[src/rtl/lsu_pkg.sv]
// Shared types for the load/store unit: access-size encodings, FSM states,
// the default RAM size and the alignment helper used by the optional trap.
package lsu_pkg;

  localparam int unsigned MEM_BYTES_DEF = 1024;

  typedef enum logic [1:0] {
    SZ_B = 2'd0,
    SZ_H = 2'd1,
    SZ_W = 2'd2,
    SZ_D = 2'd3
  } lsu_size_e;

  typedef enum logic [2:0] {
    IDLE  = 3'd0,
    LOAD  = 3'd1,
    ST_RD = 3'd2,
    ST_WR = 3'd3,
    RESP  = 3'd4
  } lsu_state_e;

  // True when the low address bits are not a multiple of the access size.
  function automatic logic is_misaligned(input logic [2:0] addr_lo, input lsu_size_e size);
    logic mis;
    case (size)
      SZ_B:    mis = 1'b0;
      SZ_H:    mis = addr_lo[0];
      SZ_W:    mis = |addr_lo[1:0];
      SZ_D:    mis = |addr_lo;
      default: mis = 1'b0;
    endcase
    return mis;
  endfunction

endpackage

[src/rtl/lsu_mem_ctrl_if.sv]
// Request/response and RAM-side signal bundle of lsu_mem_ctrl.
// slave = the controller, master = MEM stage plus RAM model.
interface lsu_mem_ctrl_if #(
  parameter int unsigned ADDR_W = 64
);

  logic              req_valid_i;
  logic              req_ready_o;
  logic              req_we_i;
  logic [1:0]        req_size_i;
  logic              req_unsigned_i;
  logic [ADDR_W-1:0] req_addr_i;
  logic [63:0]       req_wdata_i;
  logic              resp_valid_o;
  logic              resp_ready_i;
  logic [63:0]       resp_rdata_o;
  logic              resp_fault_o;
  logic [ADDR_W-1:0] mem_addr_o;
  logic [63:0]       mem_wdata_o;
  logic              mem_wen_o;
  logic [63:0]       mem_rdata_i;

  modport slave (
    input  req_valid_i, req_we_i, req_size_i, req_unsigned_i, req_addr_i, req_wdata_i,
    input  resp_ready_i, mem_rdata_i,
    output req_ready_o, resp_valid_o, resp_rdata_o, resp_fault_o,
    output mem_addr_o, mem_wdata_o, mem_wen_o
  );

  modport master (
    output req_valid_i, req_we_i, req_size_i, req_unsigned_i, req_addr_i, req_wdata_i,
    output resp_ready_i, mem_rdata_i,
    input  req_ready_o, resp_valid_o, resp_rdata_o, resp_fault_o,
    input  mem_addr_o, mem_wdata_o, mem_wen_o
  );

endinterface

[src/rtl/lsu_align.sv]
// Combinational data alignment: load extract with sign/zero extension, and
// byte-merge of store data into the 8-byte RAM window read back for RMW.
module lsu_align
  import lsu_pkg::*;
(
  input  lsu_size_e   size,
  input  logic        zext,
  input  logic [63:0] rdata,
  input  logic [63:0] wdata,
  output logic [63:0] load_data,
  output logic [63:0] merge_data
);

  // Size-selected extract/extend for loads and low-byte replace for stores.
  always_comb begin
    load_data  = 64'd0;
    merge_data = rdata;
    case (size)
      SZ_B: begin
        load_data  = {{56{~zext & rdata[7]}}, rdata[7:0]};
        merge_data = {rdata[63:8], wdata[7:0]};
      end
      SZ_H: begin
        load_data  = {{48{~zext & rdata[15]}}, rdata[15:0]};
        merge_data = {rdata[63:16], wdata[15:0]};
      end
      SZ_W: begin
        load_data  = {{32{~zext & rdata[31]}}, rdata[31:0]};
        merge_data = {rdata[63:32], wdata[31:0]};
      end
      SZ_D: begin
        load_data  = rdata;
        merge_data = wdata;
      end
      default: begin
        load_data  = 64'd0;
        merge_data = rdata;
      end
    endcase
  end

endmodule

[src/rtl/lsu_mem_ctrl.sv]
// Load/store initiator for the 64-bit byte-addressed data RAM (RMW for narrow stores).
// Optional macro LSU_MISALIGN_TRAP_EN: misaligned accesses fault instead of proceeding.
module lsu_mem_ctrl
  import lsu_pkg::*;
#(
  parameter int unsigned MEM_BYTES = MEM_BYTES_DEF,
  parameter int unsigned ADDR_W    = 64
) (
  input  logic               clk_i,
  input  logic               rst_i,
  lsu_mem_ctrl_if.slave      bus
);

  lsu_state_e        state_r, state_s;

  lsu_size_e         size_r;
  logic              zext_r;
  logic [ADDR_W-1:0] addr_r;
  logic [63:0]       wdata_r;

  // All outputs are registered; *_s is the value they take after the next edge.
  logic              req_ready_r,  req_ready_s;
  logic              resp_valid_r, resp_valid_s;
  logic [63:0]       resp_rdata_r, resp_rdata_s;
  logic              resp_fault_r, resp_fault_s;
  logic [ADDR_W-1:0] mem_addr_r,   mem_addr_s;
  logic [63:0]       mem_wdata_r,  mem_wdata_s;
  logic              mem_wen_r,    mem_wen_s;

  logic              accept_s;
  logic [ADDR_W:0]   end_addr_s;
  logic              misalign_s;
  logic              fault_s;
  logic [63:0]       load_data_s;
  logic [63:0]       merge_data_s;

  assign accept_s = bus.req_valid_i & req_ready_r;

  // One extra bit keeps the carry, so a wrapping addr+7 compares as out of range.
  assign end_addr_s = {1'b0, bus.req_addr_i} + (ADDR_W+1)'(7);

`ifdef LSU_MISALIGN_TRAP_EN
  assign misalign_s = is_misaligned(bus.req_addr_i[2:0], lsu_size_e'(bus.req_size_i));
`else
  assign misalign_s = 1'b0;
`endif

  assign fault_s = (end_addr_s >= (ADDR_W+1)'(MEM_BYTES)) | misalign_s;

  lsu_align u_align (
    .size       (size_r),
    .zext       (zext_r),
    .rdata      (bus.mem_rdata_i),
    .wdata      (wdata_r),
    .load_data  (load_data_s),
    .merge_data (merge_data_s)
  );

  // Next state and next registered output values.
  always_comb begin
    state_s      = state_r;
    req_ready_s  = 1'b0;
    resp_valid_s = 1'b0;
    resp_rdata_s = resp_rdata_r;
    resp_fault_s = resp_fault_r;
    mem_addr_s   = {ADDR_W{1'b0}};
    mem_wdata_s  = 64'd0;
    mem_wen_s    = 1'b0;
    case (state_r)
      IDLE: begin
        resp_rdata_s = 64'd0;
        resp_fault_s = 1'b0;
        if (accept_s) begin
          if (fault_s) begin
            state_s      = RESP;
            resp_valid_s = 1'b1;
            resp_fault_s = 1'b1;
          end else if (bus.req_we_i) begin
            state_s    = ST_RD;
            mem_addr_s = bus.req_addr_i;
          end else begin
            state_s    = LOAD;
            mem_addr_s = bus.req_addr_i;
          end
        end else begin
          req_ready_s = 1'b1;
        end
      end
      LOAD: begin
        state_s      = RESP;
        resp_valid_s = 1'b1;
        resp_rdata_s = load_data_s;
      end
      // The merged window is produced here so ST_WR drives it from a register.
      ST_RD: begin
        state_s     = ST_WR;
        mem_addr_s  = addr_r;
        mem_wdata_s = merge_data_s;
        mem_wen_s   = 1'b1;
      end
      ST_WR: begin
        state_s      = RESP;
        resp_valid_s = 1'b1;
      end
      RESP: begin
        if (bus.resp_ready_i) begin
          state_s      = IDLE;
          req_ready_s  = 1'b1;
          resp_rdata_s = 64'd0;
          resp_fault_s = 1'b0;
        end else begin
          resp_valid_s = 1'b1;
        end
      end
      default: begin
        state_s      = IDLE;
        req_ready_s  = 1'b1;
        resp_rdata_s = 64'd0;
        resp_fault_s = 1'b0;
      end
    endcase
  end

  // State and output registers; reset drops mem_wen_o without waiting for a clock.
  always_ff @(posedge clk_i or posedge rst_i) begin
    if (rst_i) begin
      state_r      <= IDLE;
      req_ready_r  <= 1'b1;
      resp_valid_r <= 1'b0;
      resp_rdata_r <= 64'd0;
      resp_fault_r <= 1'b0;
      mem_addr_r   <= {ADDR_W{1'b0}};
      mem_wdata_r  <= 64'd0;
      mem_wen_r    <= 1'b0;
    end else begin
      state_r      <= state_s;
      req_ready_r  <= req_ready_s;
      resp_valid_r <= resp_valid_s;
      resp_rdata_r <= resp_rdata_s;
      resp_fault_r <= resp_fault_s;
      mem_addr_r   <= mem_addr_s;
      mem_wdata_r  <= mem_wdata_s;
      mem_wen_r    <= mem_wen_s;
    end
  end

  // Request capture at accept.
  always_ff @(posedge clk_i or posedge rst_i) begin
    if (rst_i) begin
      size_r  <= SZ_B;
      zext_r  <= 1'b0;
      addr_r  <= {ADDR_W{1'b0}};
      wdata_r <= 64'd0;
    end else if (accept_s) begin
      size_r  <= lsu_size_e'(bus.req_size_i);
      zext_r  <= bus.req_unsigned_i;
      addr_r  <= bus.req_addr_i;
      wdata_r <= bus.req_wdata_i;
    end
  end

  assign bus.req_ready_o  = req_ready_r;
  assign bus.resp_valid_o = resp_valid_r;
  assign bus.resp_rdata_o = resp_rdata_r;
  assign bus.resp_fault_o = resp_fault_r;
  assign bus.mem_addr_o   = mem_addr_r;
  assign bus.mem_wdata_o  = mem_wdata_r;
  assign bus.mem_wen_o    = mem_wen_r;

endmodule

[src/flat_wrapper.sv]
// flat-port wrapper written by rule: the top's interface ports become plain ports
module lsu_mem_ctrl_flat import lsu_pkg::*;
#(
  parameter int unsigned MEM_BYTES = MEM_BYTES_DEF,
  parameter int unsigned ADDR_W    = 64
)
  (clk_i, rst_i, bus_req_valid_i, bus_req_we_i, bus_req_size_i, bus_req_unsigned_i, bus_req_addr_i, bus_req_wdata_i, bus_resp_ready_i, bus_mem_rdata_i, bus_req_ready_o, bus_resp_valid_o, bus_resp_rdata_o, bus_resp_fault_o, bus_mem_addr_o, bus_mem_wdata_o, bus_mem_wen_o);
  lsu_mem_ctrl_if #(.ADDR_W(ADDR_W)) bus_i ();
  input  logic clk_i;
  input  logic rst_i;
  input wire logic [$bits(bus_i.req_valid_i)-1:0] bus_req_valid_i;
  input wire logic [$bits(bus_i.req_we_i)-1:0] bus_req_we_i;
  input wire logic [$bits(bus_i.req_size_i)-1:0] bus_req_size_i;
  input wire logic [$bits(bus_i.req_unsigned_i)-1:0] bus_req_unsigned_i;
  input wire logic [$bits(bus_i.req_addr_i)-1:0] bus_req_addr_i;
  input wire logic [$bits(bus_i.req_wdata_i)-1:0] bus_req_wdata_i;
  input wire logic [$bits(bus_i.resp_ready_i)-1:0] bus_resp_ready_i;
  input wire logic [$bits(bus_i.mem_rdata_i)-1:0] bus_mem_rdata_i;
  output wire logic [$bits(bus_i.req_ready_o)-1:0] bus_req_ready_o;
  output wire logic [$bits(bus_i.resp_valid_o)-1:0] bus_resp_valid_o;
  output wire logic [$bits(bus_i.resp_rdata_o)-1:0] bus_resp_rdata_o;
  output wire logic [$bits(bus_i.resp_fault_o)-1:0] bus_resp_fault_o;
  output wire logic [$bits(bus_i.mem_addr_o)-1:0] bus_mem_addr_o;
  output wire logic [$bits(bus_i.mem_wdata_o)-1:0] bus_mem_wdata_o;
  output wire logic [$bits(bus_i.mem_wen_o)-1:0] bus_mem_wen_o;
  assign bus_i.req_valid_i = bus_req_valid_i;
  assign bus_i.req_we_i = bus_req_we_i;
  assign bus_i.req_size_i = bus_req_size_i;
  assign bus_i.req_unsigned_i = bus_req_unsigned_i;
  assign bus_i.req_addr_i = bus_req_addr_i;
  assign bus_i.req_wdata_i = bus_req_wdata_i;
  assign bus_i.resp_ready_i = bus_resp_ready_i;
  assign bus_i.mem_rdata_i = bus_mem_rdata_i;
  assign bus_req_ready_o = bus_i.req_ready_o;
  assign bus_resp_valid_o = bus_i.resp_valid_o;
  assign bus_resp_rdata_o = bus_i.resp_rdata_o;
  assign bus_resp_fault_o = bus_i.resp_fault_o;
  assign bus_mem_addr_o = bus_i.mem_addr_o;
  assign bus_mem_wdata_o = bus_i.mem_wdata_o;
  assign bus_mem_wen_o = bus_i.mem_wen_o;
  lsu_mem_ctrl #(.MEM_BYTES(MEM_BYTES), .ADDR_W(ADDR_W)) u_core (.clk_i(clk_i), .rst_i(rst_i), .bus(bus_i));
endmodule
[config.mk]
export PLATFORM = sky130hd
export DESIGN_NAME = lsu_mem_ctrl_flat
export DESIGN_NICKNAME = d
export VERILOG_FILES = /design/src/rtl/lsu_pkg.sv /design/src/rtl/lsu_mem_ctrl_if.sv /design/src/rtl/lsu_align.sv /design/src/rtl/lsu_mem_ctrl.sv /design/src/flat_wrapper.sv
export SDC_FILE = /design/constraint.sdc
export NUM_CORES = 1
export LEC_CHECK = 0
export CORE_ASPECT_RATIO = 0.8
export CORE_UTILIZATION = 30
export CTS_CLUSTER_DIAMETER = 80
export DETAILED_ROUTE_END_ITERATION = 12
export PLACE_DENSITY = 0.61
export REMOVE_ABC_BUFFERS = 1
export SLEW_MARGIN = 20
export SYNTH_ARGS = -nofsm -noshare
export SYNTH_HDL_FRONTEND = slang
export SYNTH_HIERARCHICAL = 1
export SYNTH_SLANG_ARGS = --single-unit
[constraint.sdc]
create_clock -name clk_i -period 14.15 [get_ports clk_i]
set_clock_uncertainty 0.05 [all_clocks]
set_input_delay 1.415 -clock clk_i [delete_from_list [all_inputs] [get_ports clk_i]]
set_output_delay 1.415 -clock clk_i [all_outputs]
set_load 0.05 [all_outputs]
; ---- After elaboration in Yosys (flattened, before gate mapping)
; Index checks and enable logic that the tools add are counted.
[totals]
regBits = 330
inputBits = 200
output_inout_bits = 196
word_cells = 61
[op_classes]
n_bitwise = 7
eq_ne = 9
n_lt_le_gt_ge = 1
n_mux = 23
add_sub_neg = 1
n_reduce_logical = 8
[ops]
columns = operator, n
row1 = $pmux W64 S4, 2
row2 = $mux W64, 4
row3 = $pmux W64 S3, 1
row4 = $pmux W64 S2, 1
row5 = $add A64 B3 Y65 const B, 1
row6 = $ge A65 B11 Y1 const B, 1
row7 = $pmux W3 S4, 1
row8 = $mux W3, 3
row9 = $pmux W1 S3, 3
row10 = $mux W1, 7
row11 = $eq A3 B2 Y1 const B, 2
row12 = $reduce_and A2 Y1, 3
row13 = $and A1 B1 Y1, 4
row14 = $eq A2 B2 Y1 const B, 2
row15 = $reduce_or A2 Y1, 2
row16 = $eq A3 B1 Y1 const B, 1
row17 = $eq A3 B3 Y1 const B, 1
row18 = $logic_not A3 Y1, 1
row19 = $not A1 Y1, 3
row20 = $reduce_or A3 Y1, 1
row21 = $eq A2 B1 Y1 const B, 1
row22 = $logic_not A2 Y1, 1
row23 = $mux W2, 1
row24 = $ne A2 B1 Y1 const B, 1
row25 = $ne A2 B2 Y1 const B, 1

; ---- Longest topological paths before layout
[depth]
depth_word = 5
depth_mapped = 11
depth_no_buf = 8

; ---- Modules after synthesis
; Netlist, hierarchy kept.
[by_module_without_submodules]
columns = module, seq_area_each_um2, cells_per_inst, area_each_um2, n_inst
row1 = lsu_mem_ctrl, 8259.2, 994, 13165.1, 1
row2 = lsu_align, 0.0, 215, 1604.0, 1

; ---- Worst setup path after synthesis
; No wires, ideal clock.
[synth_path]
path_kind = input to register
startpoint = input bus_req_addr_i[20]
endpoint = register u_core.state_r[1]
setup_time_ps = 75
n_path_buf = 2
cell_stages = 10
t_required_ps = 14025
arrival_time_ps = 3649
path_slack_ps = 10376
cell_sequence = buf_2 > nand4_2 > nor4_2 > nand3_1 > or4_1 > xnor2_1 > nor4_2 > nand4b_2 > buf_6 > o21bai_2
[synth_via]
elab_chain_len = 5
[synth_rtl]
columns = item, line_no
row1 = from (decl), flat_wrapper.sv:15  ; input wire logic [$bits(bus_i.req_addr_i)-1:0] bus_req_addr_i;
row2 = $add A64 B3 Y65, lsu_mem_ctrl.sv:40  ; assign end_addr_s = {1'b0, bus.req_addr_i} + (ADDR_W+1)'(7);
row3 = $ge A65 B11 Y1, lsu_mem_ctrl.sv:48  ; assign fault_s = (end_addr_s >= (ADDR_W+1)'(MEM_BYTES)) | misalign_s;
row4 = $mux W3, lsu_mem_ctrl.sv:74  ; if (fault_s) begin
row5 = $mux W3, lsu_mem_ctrl.sv:73  ; if (accept_s) begin
row6 = $pmux W3 S4, lsu_mem_ctrl.sv:69  ; case (state_r)
row7 = to (signal assigned), lsu_mem_ctrl.sv:136  ; state_r <= state_s;
row8 = to (decl), lsu_mem_ctrl.sv:14  ; lsu_state_e state_r, state_s;
; No other way between the ends. The select of a mux whose other input is x is not followed.
; A chain may end at the register's enable or synchronous reset.

; ---- Worst setup path in the final report
[layout_path]
startpoint = input bus_req_addr_i[14]
endpoint = register u_core.resp_valid_r, in the netlist u_core/bus.resp_valid_o
[layout_via]
elab_chain_len = 5
[layout_rtl]
columns = item, line_no
row1 = $add A64 B3 Y65, lsu_mem_ctrl.sv:40
row2 = $ge A65 B11 Y1, lsu_mem_ctrl.sv:48
row3 = $mux W1, lsu_mem_ctrl.sv:74
row4 = $mux W1, lsu_mem_ctrl.sv:73
row5 = $pmux W1 S3, lsu_mem_ctrl.sv:69
row6 = named net u_core.resp_valid_s, lsu_mem_ctrl.sv:23  ; logic resp_valid_r, resp_valid_s;
row7 = to (signal assigned), lsu_mem_ctrl.sv:138  ; resp_valid_r <= resp_valid_s;
row8 = to (decl), lsu_mem_ctrl.sv:23
; The timed path passes the listed nets, and every way through them passes these cells.

==> impl_metrics.yaml <==
run_status:
  status: "complete, no violations"
clock_network:
  cts_tree: "done"
  clock-sinks: 330
  cts_max_level: 2
  cts_buffer_depth: 3
  clock_latency_ns: 0.55
  clockRootBuffer: "clkbuf_16"
  postCtsResizedCells: 0
  cts_made_buffers: 39
  postCtsSetupBuffers: 0
  ctsHoldBuffers: 0
  clkTransAtPathRegs_ns: 0.06
cells_and_area:
  nFillCells: 4559
  final_util: 0.423
  area_delta_synth_final_pct: 38.9
  nets: 1759
  drive_gt1_frac: 0.194
  multi_input_area_um2: 6020
  fin_cells: 2218
  seq_area_um2: 8260
  fin_area_um2: 20500
routing:
  wl_um: 45800
  drc: 0
  drt-pass1-iter-count: 5
  routedWlPerCell_um: 20.6
  first_iter_violations: 556
  top_layer: "met5"
  wl_met3_um: 3420
  vias: 11135
  ant_nets: 0
  via_per_inst: 5.02
  met2_length_um: 21100
  wl_met1_um: 20500
synthesis:
  synth_ff_type: "dfrtp_1"
  syn_inst: 1209
  synth_edf_count: 0
  ys_seq_area_frac: 0.559
  netlist_area_um2: 14800
  yosysTopAreaCell: "dfrtp_1"
  ys_types: 75
  avgSynthCellArea_um2: 12.2
  ys.warnings.count: 6
  ys_ff_latch: 330
  synth_top_area_frac: 0.557
  yosys-top-cells-area: "dfrtp_1, mux2_2, and2_1"
  synthArstFlopShare: 1.00
worst_setup_path:
  path_class: "in2reg"
  crit_fanout: 14
  r2r_start: "u_core/size_r[1]$_DFFE_PP0P_"
  cp-start-kind: "input port"
  startpoint: "bus_req_addr_i[14]"
  cp-end-kind: "flip-flop"
  slowest_delay_ns: 0.79
  crit_path_cell_trace: "clkdlybuf4s50_1 > nand4_2 > nor4_2 > nand3_1 > nor4_1 > xor2_1 > nor4_4 > nand4_1 > o21a_1"
  worstPathArrival_ns: 5.27
  crit_required_ns: 14.53
  cpMaxStageDelayCell: "nor4_2"
power_and_ir_drop:
  powerDensity_nw_per_um2: 137
  p_comb_frac: 0.221
  ir_worst_vdd_v: 0.0000846
  p_leak_nw: 8.52
  p_sw_frac: 0.283
  p_int_w: 0.00201
  power.share.sequential: 0.421
  clockPowerShare: 0.359
  power_switching_w: 0.000796
global_route:
  grt_pass1_wl_um: 71300
  grt-ovfl-total: 0
  grt_pass1_vias: 11416
  grt.total_usage: 0.182
  grt_max_degree: 149
  grt_antenna_before_repair: 5
timing:
  finalSetupTns_ns: 0
  fmax_mhz: 205
  finalCritPeriodShare: 0.345
  finalMaxSlewViolations: 0
  worst_pin_slew_ns: 1.05
  hold_viol: 0
  slew_headroom: 0.303
  period_minus_slack_ns: 4.89
  whs_ns: 0.417
  setup-violations-final: 0
  rsz0062_at_grt: "false"
place:
  dpl.hpwl_um: 31600
  post_dp_cell_area_um2: 19200
  gp_congestion: 0.845
  dp_cells: 2146
  port_buffers: 395
hold_path:
  worst_hold_startpoint: "u_core/addr_r[35]$_DFFE_PP0P_"
  min_path_type: "reg2reg"
floorplan:
  io_pins: 396
  start_util: 0.305
  die_y_um: 200
  die-area_um2: 50100
  core_area_um2: 48500
  row_count: 72
  fp.dieW_um: 250
job:
  maxCapViolations: 0
layout by cell type (no fill, tap or decap), types with 4 or more instances in the layout:
master           instances
or4_1                    5
clkbuf_16               41
a22o_1                  64
clkdlybuf4s50_1        395
or2_2                    4
inv_1                    8
nor3_1                  17
nor2_1                  20
mux2_2                 179
o21ai_0                 30
clkbuf_8                 9
clkbuf_1                 8
and2_1                 119
nand3_1                 57
o21a_1                   4
buf_4                   12
clkinv_2                 4
a21o_1                   8
nand4_1                 34
or3_1                    7
nand2_1                 58
xnor2_1                 10
a21oi_1                  5
dfrtp_1                328
o211ai_1                35
nor4_2                   6
xor2_1                   8
nor4_1                  13
o21ai_2                  8
o31ai_1                  4
kinds of logic (layout without fill, tap and decap cells):
group / count (synthesis) / in the layout / share of synthesized area
xor+xnor: 18 / 18 / 0.0107
other cells: 0 / 2 / 0
simple gates: 379 / 379 / 0.153
flops: 330 / 330 / 0.559
mux: 186 / 186 / 0.142
buf+inv: 110 / 488 / 0.0369
compound gates: 186 / 186 / 0.0978
final timing paths:
kind	slack [ns]	to	depth (start not counted)
setup / recovery	9.26	u_core/bus.resp_valid_o$_DFF_PP0_	9
hold / removal	0.42	u_core/addr_r[35]$_DFFE_PP0P_	2
setup reg to reg	11.25	u_core/bus.mem_wdata_o[59]$_DFF_PP0_	5
hold reg to reg	0.42	u_core/addr_r[35]$_DFFE_PP0P_	2
max in group asynchronous	11.23	u_core/wdata_r[46]$_DFFE_PP0P_	3
min in group asynchronous	1.40	u_core/bus.mem_addr_o[2]$_DFF_PP0_	2
metal layers:
metal | vias up | track usage
met5 | - | 0
met4 | 6 | 0.0447
met3 | 65 | 0.0528
met2 | 353 | 0.285
met1 | 5642 | 0.246
li1 | 5069 | -
cells in the mapped netlist, types with 17 or more instances:
| cell type | n |
|---|---|
| buf_4 | 17 |
| dfrtp_1 | 329 |
| nor3_1 | 17 |
| nand2_1 | 60 |
| a22o_1 | 64 |
| nand3_1 | 57 |
| and2_1 | 119 |
| clkbuf_1 | 48 |
| o211ai_1 | 35 |
| mux2_2 | 179 |
| buf_2 | 23 |
| nor2_1 | 22 |
| o21ai_0 | 30 |
| nand4_1 | 34 |
metrics by stage:
step / total power (W) / worst slack, ns
3_5_place_dp: 0.00182 / 8.85
3_3_place_gp: 0.00180 / 8.82
2_1_floorplan: 0.00162 / 3.55
4_1_cts: 0.00284 / 9.45
6_report: 0.00281 / 9.26
5_1_grt: 0.00296 / 9.12
worst max-delay path, delay by kind of cell:
kind | cells | cell delay, ns
compound gates | 1 | 0.22
xor+xnor | 1 | 0.15
buf+inv | 1 | 0.64
simple gates | 6 | 2.82
cell type report:
cell class | count | area share
Antenna cell | 2 | 0.000244
Sequential cell | 330 | 0.403
Clock inverter | 11 | 0.00519
Multi-Input combinational cell | 769 | 0.293
Inverter | 9 | 0.00201
Clock buffer | 58 | 0.0575
Tap cell | 629 | 0.0384
Timing Repair Buffer | 410 | 0.200
registers in the layout, summed over array words and instances (netlist names):
name	cells
u_core/addr_r	64
u_core/bus.mem_addr_o	64
u_core/bus.mem_wdata_o	64
u_core/bus.mem_wen_o	1
u_core/bus.req_ready_o	1
u_core/bus.resp_fault_o	1
u_core/bus.resp_rdata_o	64
u_core/bus.resp_valid_o	1
u_core/size_r	2
u_core/state_r	3
u_core/wdata_r	64
u_core/zext_r	1
power groups by stage:
| stage | clock network [W] | logic [W] | registers, W |
|---|---|---|---|
| after detailed placement | 0 | 0.000620 | 0.00120 |
| after CTS | 0.00104 | 0.000622 | 0.00118 |
| after floorplan | 0 | 0.000416 | 0.00120 |
| final | 0.00101 | 0.000620 | 0.00118 |
| after global routing | 0.00108 | 0.000677 | 0.00120 |
| after global placement | 0 | 0.000609 | 0.00119 |
Note: power is estimated with default switching activity, not from simulation.
